<file path="config.mk">
export PLATFORM = sky130hd
export DESIGN_NAME = pc_unit_flat
export DESIGN_NICKNAME = d
export VERILOG_FILES = /design/src/rtl/pc_pkg.sv /design/src/rtl/pc_unit_if.sv /design/src/rtl/pc_ret_stack.sv /design/src/rtl/pc_unit.sv /design/src/flat_wrapper.sv
export SDC_FILE = /design/constraint.sdc
export NUM_CORES = 1
export LEC_CHECK = 0
export CORE_ASPECT_RATIO = 1.4
export CORE_UTILIZATION = 54
export CTS_CLUSTER_DIAMETER = 30
export DETAILED_ROUTE_END_ITERATION = 10
export PLACE_DENSITY = 0.79
export SLEW_MARGIN = 20
export SYNTH_ARGS = -nofsm -noshare
export SYNTH_HDL_FRONTEND = slang
export SYNTH_SLANG_ARGS = --single-unit
</file>
<file path="constraint.sdc">
create_clock -name clk -period 3.1 [get_ports clk]
set_input_delay 0.31 -clock clk [delete_from_list [all_inputs] [get_ports clk]]
set_output_delay 0.31 -clock clk [all_outputs]
set_load 0.05 [all_outputs]
</file>
<file path="src/rtl/pc_pkg.sv">
// Shared op encodings and sizing helper for the program-counter unit.
package pc_pkg;

  localparam logic [2:0] OP_HOLD = 3'b000;
  localparam logic [2:0] OP_INC  = 3'b001;
  localparam logic [2:0] OP_JMP  = 3'b010;
  localparam logic [2:0] OP_BRC  = 3'b011;
  localparam logic [2:0] OP_CALL = 3'b100;
  localparam logic [2:0] OP_RET  = 3'b101;

  function automatic int clog2(input int n);
    int r;
    r = 0;
    while ((1 << r) < n) r++;
    return r;
  endfunction

endpackage

</file>
<file path="src/rtl/pc_unit_if.sv">
// Control-unit to PC-unit bundle; signal suffixes are from the PC unit's point of view.
interface pc_unit_if #(
  parameter int ADDR_W = 8,
  parameter int DATA_W = 16
);
  logic              en_i;
  logic [2:0]        op_i;
  logic              cond_i;
  logic [DATA_W-1:0] target_i;
  logic              clr_err_i;
  logic [ADDR_W-1:0] pc_o;
  logic              stack_empty_o;
  logic              stack_full_o;
  logic              stack_err_o;

  modport master (
    output en_i, op_i, cond_i, target_i, clr_err_i,
    input  pc_o, stack_empty_o, stack_full_o, stack_err_o
  );

  modport slave (
    input  en_i, op_i, cond_i, target_i, clr_err_i,
    output pc_o, stack_empty_o, stack_full_o, stack_err_o
  );
endinterface

</file>
<file path="src/rtl/pc_ret_stack.sv">
// Return-address LIFO with combinational top-of-stack; caller must not push when full
// or pop when empty.
module pc_ret_stack
  import pc_pkg::*;
#(
  parameter int ADDR_W      = 8,
  parameter int STACK_DEPTH = 4
) (
  input  logic              clk,
  input  logic              rst_n,
  input  logic              push_i,
  input  logic              pop_i,
  input  logic [ADDR_W-1:0] din_i,
  output logic [ADDR_W-1:0] dout_o,
  output logic              full_o,
  output logic              empty_o
);
  localparam int PW = clog2(STACK_DEPTH + 1);
  localparam int IW = (STACK_DEPTH > 1) ? clog2(STACK_DEPTH) : 1;

  logic [ADDR_W-1:0] mem_q [STACK_DEPTH];
  logic [PW-1:0]     ptr_q, ptr_d, top_idx;

  always_comb begin
    ptr_d = ptr_q;
    if (push_i)     ptr_d = ptr_q + 1'b1;
    else if (pop_i) ptr_d = ptr_q - 1'b1;
  end

  always_ff @(posedge clk or negedge rst_n) begin
    if (!rst_n) ptr_q <= '0;
    else        ptr_q <= ptr_d;
  end

  // Contents need no reset: an empty pointer makes every entry unreachable.
  always_ff @(posedge clk) begin
    if (push_i) mem_q[ptr_q[IW-1:0]] <= din_i;
  end

  assign top_idx = ptr_q - 1'b1;
  assign dout_o  = mem_q[top_idx[IW-1:0]];
  assign full_o  = (ptr_q == PW'(STACK_DEPTH));
  assign empty_o = (ptr_q == '0);
endmodule

</file>
<file path="src/rtl/pc_unit.sv">
// Program counter with increment, jump, signed relative branch and stacked call/return.
// New PC is visible one cycle after the op; stack misuse sets a sticky error flag.
module pc_unit
  import pc_pkg::*;
#(
  parameter int              ADDR_W      = 8,
  parameter int              DATA_W      = 16,
  parameter int              OFF_W       = 8,
  parameter int              STACK_DEPTH = 4,
  parameter logic [ADDR_W-1:0] RESET_VEC = '0
) (
  input logic       clk,
  input logic       rst_n,
  pc_unit_if.slave  bus
);
  logic [ADDR_W-1:0]       pc_q, pc_d, pc_inc, off_ext, tgt_abs, top;
  logic                    err_q, err_d, err_set;
  logic                    push, pop, full, empty;
  logic signed [OFF_W-1:0] off_s;
  logic                    unused_tgt;

  assign pc_inc  = pc_q + 1'b1;
  assign tgt_abs = bus.target_i[ADDR_W-1:0];
  assign off_s   = bus.target_i[OFF_W-1:0];
  // A signed size cast sign-extends a short offset and truncates a long one.
  assign off_ext = ADDR_W'(off_s);
  assign unused_tgt = ^bus.target_i;

  always_comb begin
    pc_d    = pc_q;
    push    = 1'b0;
    pop     = 1'b0;
    err_set = 1'b0;
    if (bus.en_i) begin
      case (bus.op_i)
        OP_INC:  pc_d = pc_inc;
        OP_JMP:  pc_d = tgt_abs;
        OP_BRC:  pc_d = bus.cond_i ? pc_q + off_ext : pc_inc;
        OP_CALL: begin
          if (full) begin
            pc_d    = pc_inc;
            err_set = 1'b1;
          end else begin
            push = 1'b1;
            pc_d = tgt_abs;
          end
        end
        OP_RET: begin
          if (empty) begin
            pc_d    = pc_inc;
            err_set = 1'b1;
          end else begin
            pop  = 1'b1;
            pc_d = top;
          end
        end
        default: pc_d = pc_q;
      endcase
    end
    // Clear acts even while disabled; a fresh error in the same cycle wins.
    err_d = err_set ? 1'b1 : (bus.clr_err_i ? 1'b0 : err_q);
  end

  always_ff @(posedge clk or negedge rst_n) begin
    if (!rst_n) begin
      pc_q  <= RESET_VEC;
      err_q <= 1'b0;
    end else begin
      pc_q  <= pc_d;
      err_q <= err_d;
    end
  end

  pc_ret_stack #(
    .ADDR_W      (ADDR_W),
    .STACK_DEPTH (STACK_DEPTH)
  ) u_stack (
    .clk     (clk),
    .rst_n   (rst_n),
    .push_i  (push),
    .pop_i   (pop),
    .din_i   (pc_inc),
    .dout_o  (top),
    .full_o  (full),
    .empty_o (empty)
  );

  assign bus.pc_o          = pc_q;
  assign bus.stack_empty_o = empty;
  assign bus.stack_full_o  = full;
  assign bus.stack_err_o   = err_q;
endmodule

</file>
<file path="src/flat_wrapper.sv">
// flat-port wrapper written by rule: the top's interface ports become plain ports
module pc_unit_flat import pc_pkg::*;
#(
  parameter int              ADDR_W      = 8,
  parameter int              DATA_W      = 16,
  parameter int              OFF_W       = 8,
  parameter int              STACK_DEPTH = 4,
  parameter logic [ADDR_W-1:0] RESET_VEC = '0
)
  (clk, rst_n, bus_en_i, bus_op_i, bus_cond_i, bus_target_i, bus_clr_err_i, bus_pc_o, bus_stack_empty_o, bus_stack_full_o, bus_stack_err_o);
  pc_unit_if #(.ADDR_W(ADDR_W), .DATA_W(DATA_W)) bus_i ();
  input logic clk;
  input logic rst_n;
  input wire logic [$bits(bus_i.en_i)-1:0] bus_en_i;
  input wire logic [$bits(bus_i.op_i)-1:0] bus_op_i;
  input wire logic [$bits(bus_i.cond_i)-1:0] bus_cond_i;
  input wire logic [$bits(bus_i.target_i)-1:0] bus_target_i;
  input wire logic [$bits(bus_i.clr_err_i)-1:0] bus_clr_err_i;
  output wire logic [$bits(bus_i.pc_o)-1:0] bus_pc_o;
  output wire logic [$bits(bus_i.stack_empty_o)-1:0] bus_stack_empty_o;
  output wire logic [$bits(bus_i.stack_full_o)-1:0] bus_stack_full_o;
  output wire logic [$bits(bus_i.stack_err_o)-1:0] bus_stack_err_o;
  assign bus_i.en_i = bus_en_i;
  assign bus_i.op_i = bus_op_i;
  assign bus_i.cond_i = bus_cond_i;
  assign bus_i.target_i = bus_target_i;
  assign bus_i.clr_err_i = bus_clr_err_i;
  assign bus_pc_o = bus_i.pc_o;
  assign bus_stack_empty_o = bus_i.stack_empty_o;
  assign bus_stack_full_o = bus_i.stack_full_o;
  assign bus_stack_err_o = bus_i.stack_err_o;
  pc_unit #(.ADDR_W(ADDR_W), .DATA_W(DATA_W), .OFF_W(OFF_W), .STACK_DEPTH(STACK_DEPTH), .RESET_VEC(RESET_VEC)) u_core (.clk(clk), .rst_n(rst_n), .bus(bus_i));
endmodule
</file>
Word-level counts from Yosys, hierarchy flattened
Memories as Yosys holds them, arrays and structs flattened.
Index checks and enable logic that the tools add are counted.
{"block": "op_classes", "n_mux": 20, "n_reduce_logical": 5, "n_addsub": 4, "n_eq_ne": 6}
{"cell": "8-bit one-hot mux with 5 select lines", "count": 1}
{"cell": "8-bit two-way mux", "count": 3}
{"cell": "1-bit two-way mux", "count": 13}
{"cell": "3-bit == test, second input constant", "count": 3}
{"cell": "8-bit by 1-bit adder with 8-bit output, second input constant", "count": 1}
{"cell": "8-bit adder", "count": 1}
{"cell": "3-bit by 2-bit == test with 1-bit output, second input constant", "count": 2}
{"cell": "3-bit two-way mux", "count": 2}
{"cell": "5-bit nonzero test", "count": 1}
{"cell": "2-bit nonzero test", "count": 2}
{"cell": "3-bit by 1-bit adder with 3-bit output, second input constant", "count": 1}
{"cell": "3-bit by 1-bit == test with 1-bit output, second input constant", "count": 1}
{"cell": "3-bit logical NOT", "count": 1}
{"cell": "3-bit by 1-bit subtractor with 3-bit output, second input constant", "count": 1}
{"cell": "1-bit one-hot mux with 2 select lines", "count": 1}
{"cell": "2-bit AND reduction", "count": 1}
{"block": "word_totals", "out_inout_bits": 11, "mem_bits_rw": 32, "n_memories": 1, "reg_bits": 12}
{"name": "u_core.u_stack.mem_q", "depth": 4, "word_bits": 8, "read_ports": 1, "rd_clocked_by_memory_dff": 0, "write_ports": 1, "line": "pc_ret_stack.sv:21", "source": "logic [ADDR_W-1:0] mem_q [STACK_DEPTH];"}

Longest topological paths before layout
{"block": "logic_depth", "word_depth": 6, "depth_mapped": 9, "mapped_depth_nobuf": 8}

By module
A second synthesis with hierarchy kept.
{"block": "hier_totals", "hier_cells": 216, "area_unflattened_um2": 2590.0}
{"mod": "pc_ret_stack", "area_each_um2": 1423.9, "instances": 1, "cells_each": 69, "seq_area_each_um2": 1036.0}
{"mod": "pc_unit", "area_each_um2": 1166.1, "instances": 1, "cells_each": 147, "seq_area_each_um2": 225.2}

Worst setup path after synthesis
No wires, ideal clock.
{"block": "synth_path", "path_type": "flip-flop to flip-flop", "from": "register u_core.u_stack.ptr_q[0]", "to": "register u_core.pc_q[6], in the netlist u_core.bus.pc_o[6]", "required_time_ns": 2.964, "setup_time_ns": 0.136, "slack_ns": 0.678, "stages_incl_launch_ff": 10, "arrival_ns": 2.286, "path_cell_list": "dfrtp_1 buf_6 inv_1 ha_1 ha_1 mux2_4 o22ai_4 inv_2 a222oi_1 a31oi_1"}
{"block": "synth_between", "elab_cells_between_ends": 7, "cone_classes": "add/sub: 1; eq/ne: 1; mux: 3; reduce/logical: 1; memory: 1"}
{"item": "start, declared", "line": "pc_ret_stack.sv:22", "source": "logic [PW-1:0] ptr_q, ptr_d, top_idx;"}
{"item": "start signal, assigned", "line": "pc_ret_stack.sv:32", "source": "else ptr_q <= ptr_d;"}
{"item": "3-bit == test", "line": "pc_ret_stack.sv:42", "source": "assign full_o = (ptr_q == PW'(STACK_DEPTH));"}
{"item": "via bus_stack_full_o", "line": "flat_wrapper.sv:21", "source": "output wire logic [$bits(bus_i.stack_full_o)-1:0] bus_stack_full_o;"}
{"item": "8-bit two-way mux", "line": "pc_unit.sv:40", "source": "if (full) begin"}
{"item": "8-bit one-hot mux with 5 select lines", "line": "pc_unit.sv:35", "source": "case (bus.op_i)"}
{"item": "end signal, assigned", "line": "pc_unit.sv:69", "source": "pc_q <= pc_d;"}
{"item": "end, declared", "line": "pc_unit.sv:16", "source": "logic [ADDR_W-1:0] pc_q, pc_d, pc_inc, off_ext, tgt_abs, top;"}
The timed path passes the listed nets, and every way through them passes these cells.
A chain may end at the register's enable or synchronous reset.

Worst setup path after layout
{"block": "layout_path", "from": "register u_core.u_stack.ptr_q[1]", "to": "output port bus_stack_full_o"}
{"block": "layout_between", "elab_chain_len": 1}
{"item": "3-bit == test", "line": "pc_ret_stack.sv:42"}
{"item": "end, declared", "line": "flat_wrapper.sv:21"}
Every way passes these cells.

==> metrics.md <==
| Metric | Value |
|---|---|
| Final HPWL DP | `4040 um` |
| Via count | `1720` |
| Leading area contributor after synthesis | `edfxtp_1` |
| Pwr Density | `849 nW/um^2` |
| FF+latch count, synth | `44` |
| Maxcap violations | `0` |
| Crit end category | `primary output` |
| Clock sinks | `44` |
| Layout cells sized above 1 | `10.4%` |
| GPL Wtd Cong | `0.812` |
| Die width | `58.9 um` |
| Root buf cell | `clkbuf_8` |
| Count of different cell masters after synthesis | `46` |
| DR WL/cell | `19.3 um` |
| Rel. slew slack | `47.5%` |
| Ranking of synthesized cells by area | `edfxtp_1 39%, dfrtp_1 12%, mux4_2 7.4%, ha_1 7.2%, xnor2_1 3.6%` |
| FILL cells | `340` |
| I/O Buffers | `26` |
| Initial DRC Count | `151` |
| Gate Count Post-Synth | `193` |
| CTS buffer count | `5` |
| First-pass DRT Iterations | `4` |
| # Post-CTS Setup Buffers | `0` |
| Crit path time final | `2450 ps` |
| Initial Util | `57.3%` |
| Crit path kind | `register to primary output` |
| Vias in the first global route | `1738` |
| Area grow syn2layout | `16.1%` |
| Max Clock Skew | `7.74 ps` |
| ANT cells | `0` |
| Area occupied by multi-input gates | `1120 um^2` |
| Clk_lat worst skew | `290 ps` |
| Die area | `4810 um^2` |
| Reg2Reg Capture Point | `u_core.u_stack.mem_q[2][6]` |
| # rows | `28` |
| Synth async-reset ratio | `27.3%` |
| Max IR drop VDD | `0.454 mV` |
| Worst Path Arrival | `2140 ps` |
| Most frequent cells in the layout | `32 x edfxtp_1, 26 x clkdlybuf4s50_1, 17 x nand2_1` |
| Final WL | `5420 um` |
| Reg area | `1260 um^2` |
| Run status | `finished clean` |
| Post-synth top flop | `edfxtp_1` |
| R2R depth | `5` |
| Fin. Hold Viols | `0` |
| Top-area cell type share of the netlist area | `39.2%` |
| Synthesized area | `2450 um^2` |
| Hold buffer count at CTS | `0` |
| Antenna violations before repair | `0` |
| R2R Setup Slk | `840 ps` |
| Final period utilization | `79.1%` |
| CTS tree | `done` |
| Setup_tns | `0 ps` |
| Commonest non-fill, non-tap cell in the layout | `edfxtp_1` |
| Residual DRC | `0` |
| First-pass GRT wire length | `8590 um` |
| Type of origin of the critical path | `register` |
| Max FO, Critical Path | `4` |
| Vias per inst | `6.12` |
| Fmax | `0.408 GHz` |
| Slew Limit Fails | `0` |
| Hold Path Class | `input port to async pin` |
| Core ar. | `4270 um^2` |
| Synth Warn # | `0` |
| Die H | `81.7 um` |
| Post-synth EDFFs | `32` |
| Mapped Nets | `232` |
| GRT Resource Usage Total | `24.9%` |
| Unrepaired setup endpoints after global routing | `false` |
| CTS Buffer Depth | `2` |
| Total Power | `2.41 mW` |
| I/O pins | `35` |
| Largest net degree at the start of global routing | `15` |
| Nets@finish | `259` |
| H-tree depth | `2` |
| Post-cts sizing count | `0` |
| CP startpoint | `u_core.u_stack.ptr_q[1]` |
| Antenna viol nets, final | `0` |
| Clock slew at reported path FFs | `80 ps` |
| Sequential element share of the synthesized area | `51.5%` |
| Worst slew pin tran | `785 ps` |
| Final setup violating endpoints | `0` |
| Synth Area per Inst | `12.7 um^2` |
| Grt ovf | `0` |
| Worst Path Required | `2790 ps` |
| Static Leak | `1.07 nW` |
| Worst r2r src | `u_core.u_stack.ptr_q[1]` |
cells in the mapped netlist, drive strengths merged (2+ instances only):
| master | count |
|---|---|
| inv | 8 |
| o21ai | 9 |
| nand4 | 3 |
| ha | 14 |
| xor2 | 4 |
| and3 | 7 |
| buf | 5 |
| edfxtp | 32 |
| a21oi | 8 |
| a21o | 5 |
| o211ai | 2 |
| nor2 | 7 |
| dfrtp | 12 |
| mux4 | 8 |
| a31oi | 5 |
| clkbuf | 2 |
| a22o | 2 |
| a221oi | 6 |
| xnor2 | 10 |
| nand2 | 17 |
| nand3 | 5 |
| and2 | 2 |
| nor3b | 2 |
| nand2b | 3 |
registers in the layout, summed over array words and instances, names as in the netlist:
signal                  count
u_core.u_stack.mem_q       32
u_core.bus.pc_o             8
u_core.bus.stack_err_o      1
u_core.u_stack.ptr_q        3
worst max-delay path by stage:
stage / endpoint / slack (ps) / cells after the start
after detailed placement: u_core.bus.pc_o[6] / 640 / 8
after global placement: u_core.bus.pc_o[6] / 710 / 8
after CTS: bus_stack_full_o / 630 / 4
after floorplan: u_core.bus.pc_o[6] / 680 / 9
after global routing: bus_stack_full_o / 560 / 4
final: bus_stack_full_o / 650 / 4
layout make-up:
cell class                      count  area share, %
Sequential cell                    44           44.4
Multi-Input combinational cell    134           39.4
Clock inverter                      2          0.572
Tap cell                           60           2.64
Clock buffer                        6           2.55
Timing Repair Buffer               27           9.42
Inverter                            8           1.06
critical path: stages, from the launching register on:
cell             delay (ps)
dfrtp_1                 420
inv_1                   110
ha_1                    210
ha_1                    260
clkdlybuf4s50_1         840
power by group:
part           switching (mW)  total, mW  internal (mW)
sequential              0.100      0.870          0.770
combinational           0.692       1.19          0.494
clock                   0.198      0.358          0.160
total                   0.990       2.41           1.42
metal layers:
layer	share of wire [%]	GRT usage [%]
met1	39	29.4
met2	53	43.8
met3	4.6	4.57
met4	2.7	11.2
met5	0	0
cells by family after synthesis:
group	share of synthesized area [%]
fa+ha+maj	7.97
xor+xnor	5.01
mux	7.97
flops	51.5
buf+inv	2.76
simple gates	11.9
compound gates	12.9
stage by stage:
step | cell area (um^2) | setup slack (ps) | hold slack, ps | cells | util, %
global placement | 2750 | 715 | 510 | 273 | 64.4
finish | 2840 | 649 | 407 | 281 | 66.5
detailed placement | 2750 | 635 | 521 | 273 | 64.4
global route | 2840 | 558 | 440 | 281 | 66.5
floorplan | 2450 | 678 | 14.4 | 193 | -
CTS | 2840 | 630 | 416 | 281 | 66.5
No activity file was read; power rests on OpenSTA's default activity.
==> patch: new RTL, same settings <==
`ADDR_W` is set to 8 in 4 places; all go to 7.
--- a/src/rtl/pc_unit_if.sv
+++ b/src/rtl/pc_unit_if.sv
@@ -1,6 +1,6 @@
 // Control-unit to PC-unit bundle; signal suffixes are from the PC unit's point of view.
 interface pc_unit_if #(
-  parameter int ADDR_W = 8,
+  parameter int ADDR_W = 7,
   parameter int DATA_W = 16
 );
   logic              en_i;
--- a/src/rtl/pc_ret_stack.sv
+++ b/src/rtl/pc_ret_stack.sv
@@ -3,7 +3,7 @@
 module pc_ret_stack
   import pc_pkg::*;
 #(
-  parameter int ADDR_W      = 8,
+  parameter int ADDR_W      = 7,
   parameter int STACK_DEPTH = 4
 ) (
   input  logic              clk,
--- a/src/rtl/pc_unit.sv
+++ b/src/rtl/pc_unit.sv
@@ -3,7 +3,7 @@
 module pc_unit
   import pc_pkg::*;
 #(
-  parameter int              ADDR_W      = 8,
+  parameter int              ADDR_W      = 7,
   parameter int              DATA_W      = 16,
   parameter int              OFF_W       = 8,
   parameter int              STACK_DEPTH = 4,
--- a/src/flat_wrapper.sv
+++ b/src/flat_wrapper.sv
@@ -1,7 +1,7 @@
 // flat-port wrapper written by rule: the top's interface ports become plain ports
 module pc_unit_flat import pc_pkg::*;
 #(
-  parameter int              ADDR_W      = 8,
+  parameter int              ADDR_W      = 7,
   parameter int              DATA_W      = 16,
   parameter int              OFF_W       = 8,
   parameter int              STACK_DEPTH = 4,
Interface: changed (resized bus_pc_o); port bits go from 35 to 34. The function was not compared with the original's and may differ.
==> patch against the original RTL <==
The flow now finishes with violations (design-rule violations); largest power group unchanged; synthesized area down 6.2%; sequential power down 6.4%; non-clock buffer count down 2; setup slack worse by 0.22 ns; design area down 7.2%; total power down 3.5%; sequential cell count down 5; wire length down 9.6%; sequential share of layout area down 2.1 points; critical path type unchanged; global-route usage down 0.61 points.
==> patch: results (changes against the original RTL) <==
outcome:
  outcome: "complete, but fails checks"  # was complete, no violations
  violations: "design-rule violations"
worst_setup_path:
  critical_path_arrival_ns: 2.36  # was 2.14 ns
  crit_fanout: 10  # was 4
  reg2reg_setup_slack_ns: 0.60  # was 0.84 ns
  r2r_end: "u_core.bus.pc_o[3]$_DFFE_PN0P_"  # was u_core.u_stack.mem_q[2][6]$_DFFE_PP_
cells_and_area:
  layout.nonclk_buf_share_pct: 9.39  # was 9.42%
  sh_seq_area_pct: 42.3  # was 44.4%
  buffers: 25  # was 27
  fill_cells: 307  # was 340
  largest_reg_flops: 28  # was 32
power_and_ir_drop:
  p_leak_nw: 0.993  # was 1.07 nW
timing:
  skew_ns: 0.00889  # was 0.00774 ns
place:
  place_congestion: 0.863  # was 0.812
  pre_cts_ws_ns: 0.462  # was 0.635 ns
  io_buffers: 24  # was 26
global_route:
  grt_util_met1_pct: 29.3  # was 29.4%
  grt_util_met2_pct: 40.9  # was 43.8%
  grt_max_degree: 14  # was 15
  grt_util_met3_pct: 5.21  # was 4.57%
yosys:
  netlist_instances: 184  # was 193
  synth_compound_area_share_pct: 17.1  # was 12.9%
  ys_seq_elements: 39  # was 44
  synth_mux_area_share_pct: 8.61  # was 7.97%
  synth_area_leaders: "edfxtp_1 (37%), dfrtp_1 (12%), ha_1 (7.1%)"  # was edfxtp_1 (39%), dfrtp_1 (12%), mux4_2 (7.4%)
  synth_common_cells: "edfxtp_1 (28), ha_1 (13), inv_1 (12), nor2_1 (12), dfrtp_1 (11)"  # was edfxtp_1 (32), nand2_1 (17), ha_1 (14)
  ys_types: 53  # was 46
detailed_routing:
  drc: 2  # was 0
==> patch: worst max path at each step <==
stage                                     endpoint  slack [ns]  cells past startpoint
floorplan           u_core.bus.pc_o[6]$_DFFE_PN0P_        0.66                      7
global placement    u_core.bus.pc_o[6]$_DFFE_PN0P_        0.48                      8
detailed placement  u_core.bus.pc_o[6]$_DFFE_PN0P_        0.46                      8
CTS                               bus_stack_full_o        0.43                      5
global route                      bus_stack_full_o        0.33                      5
finish                            bus_stack_full_o        0.43                      5
==> patch: per-layer routing <==
metal,up-vias,wire (um)
li1,764,-
met5,-,0
met1,814,1920
met2,70,2550
met3,17,280
met4,0,143
==> patch: where the power goes <==
| group | internal, mW | switching (mW) | leakage [nW] |
|---|---|---|---|
| Combinational | 0.482 | 0.698 | 0.576 |
| Clock | 0.156 | 0.180 | 0.0402 |
| Sequential | 0.710 | 0.104 | 0.376 |
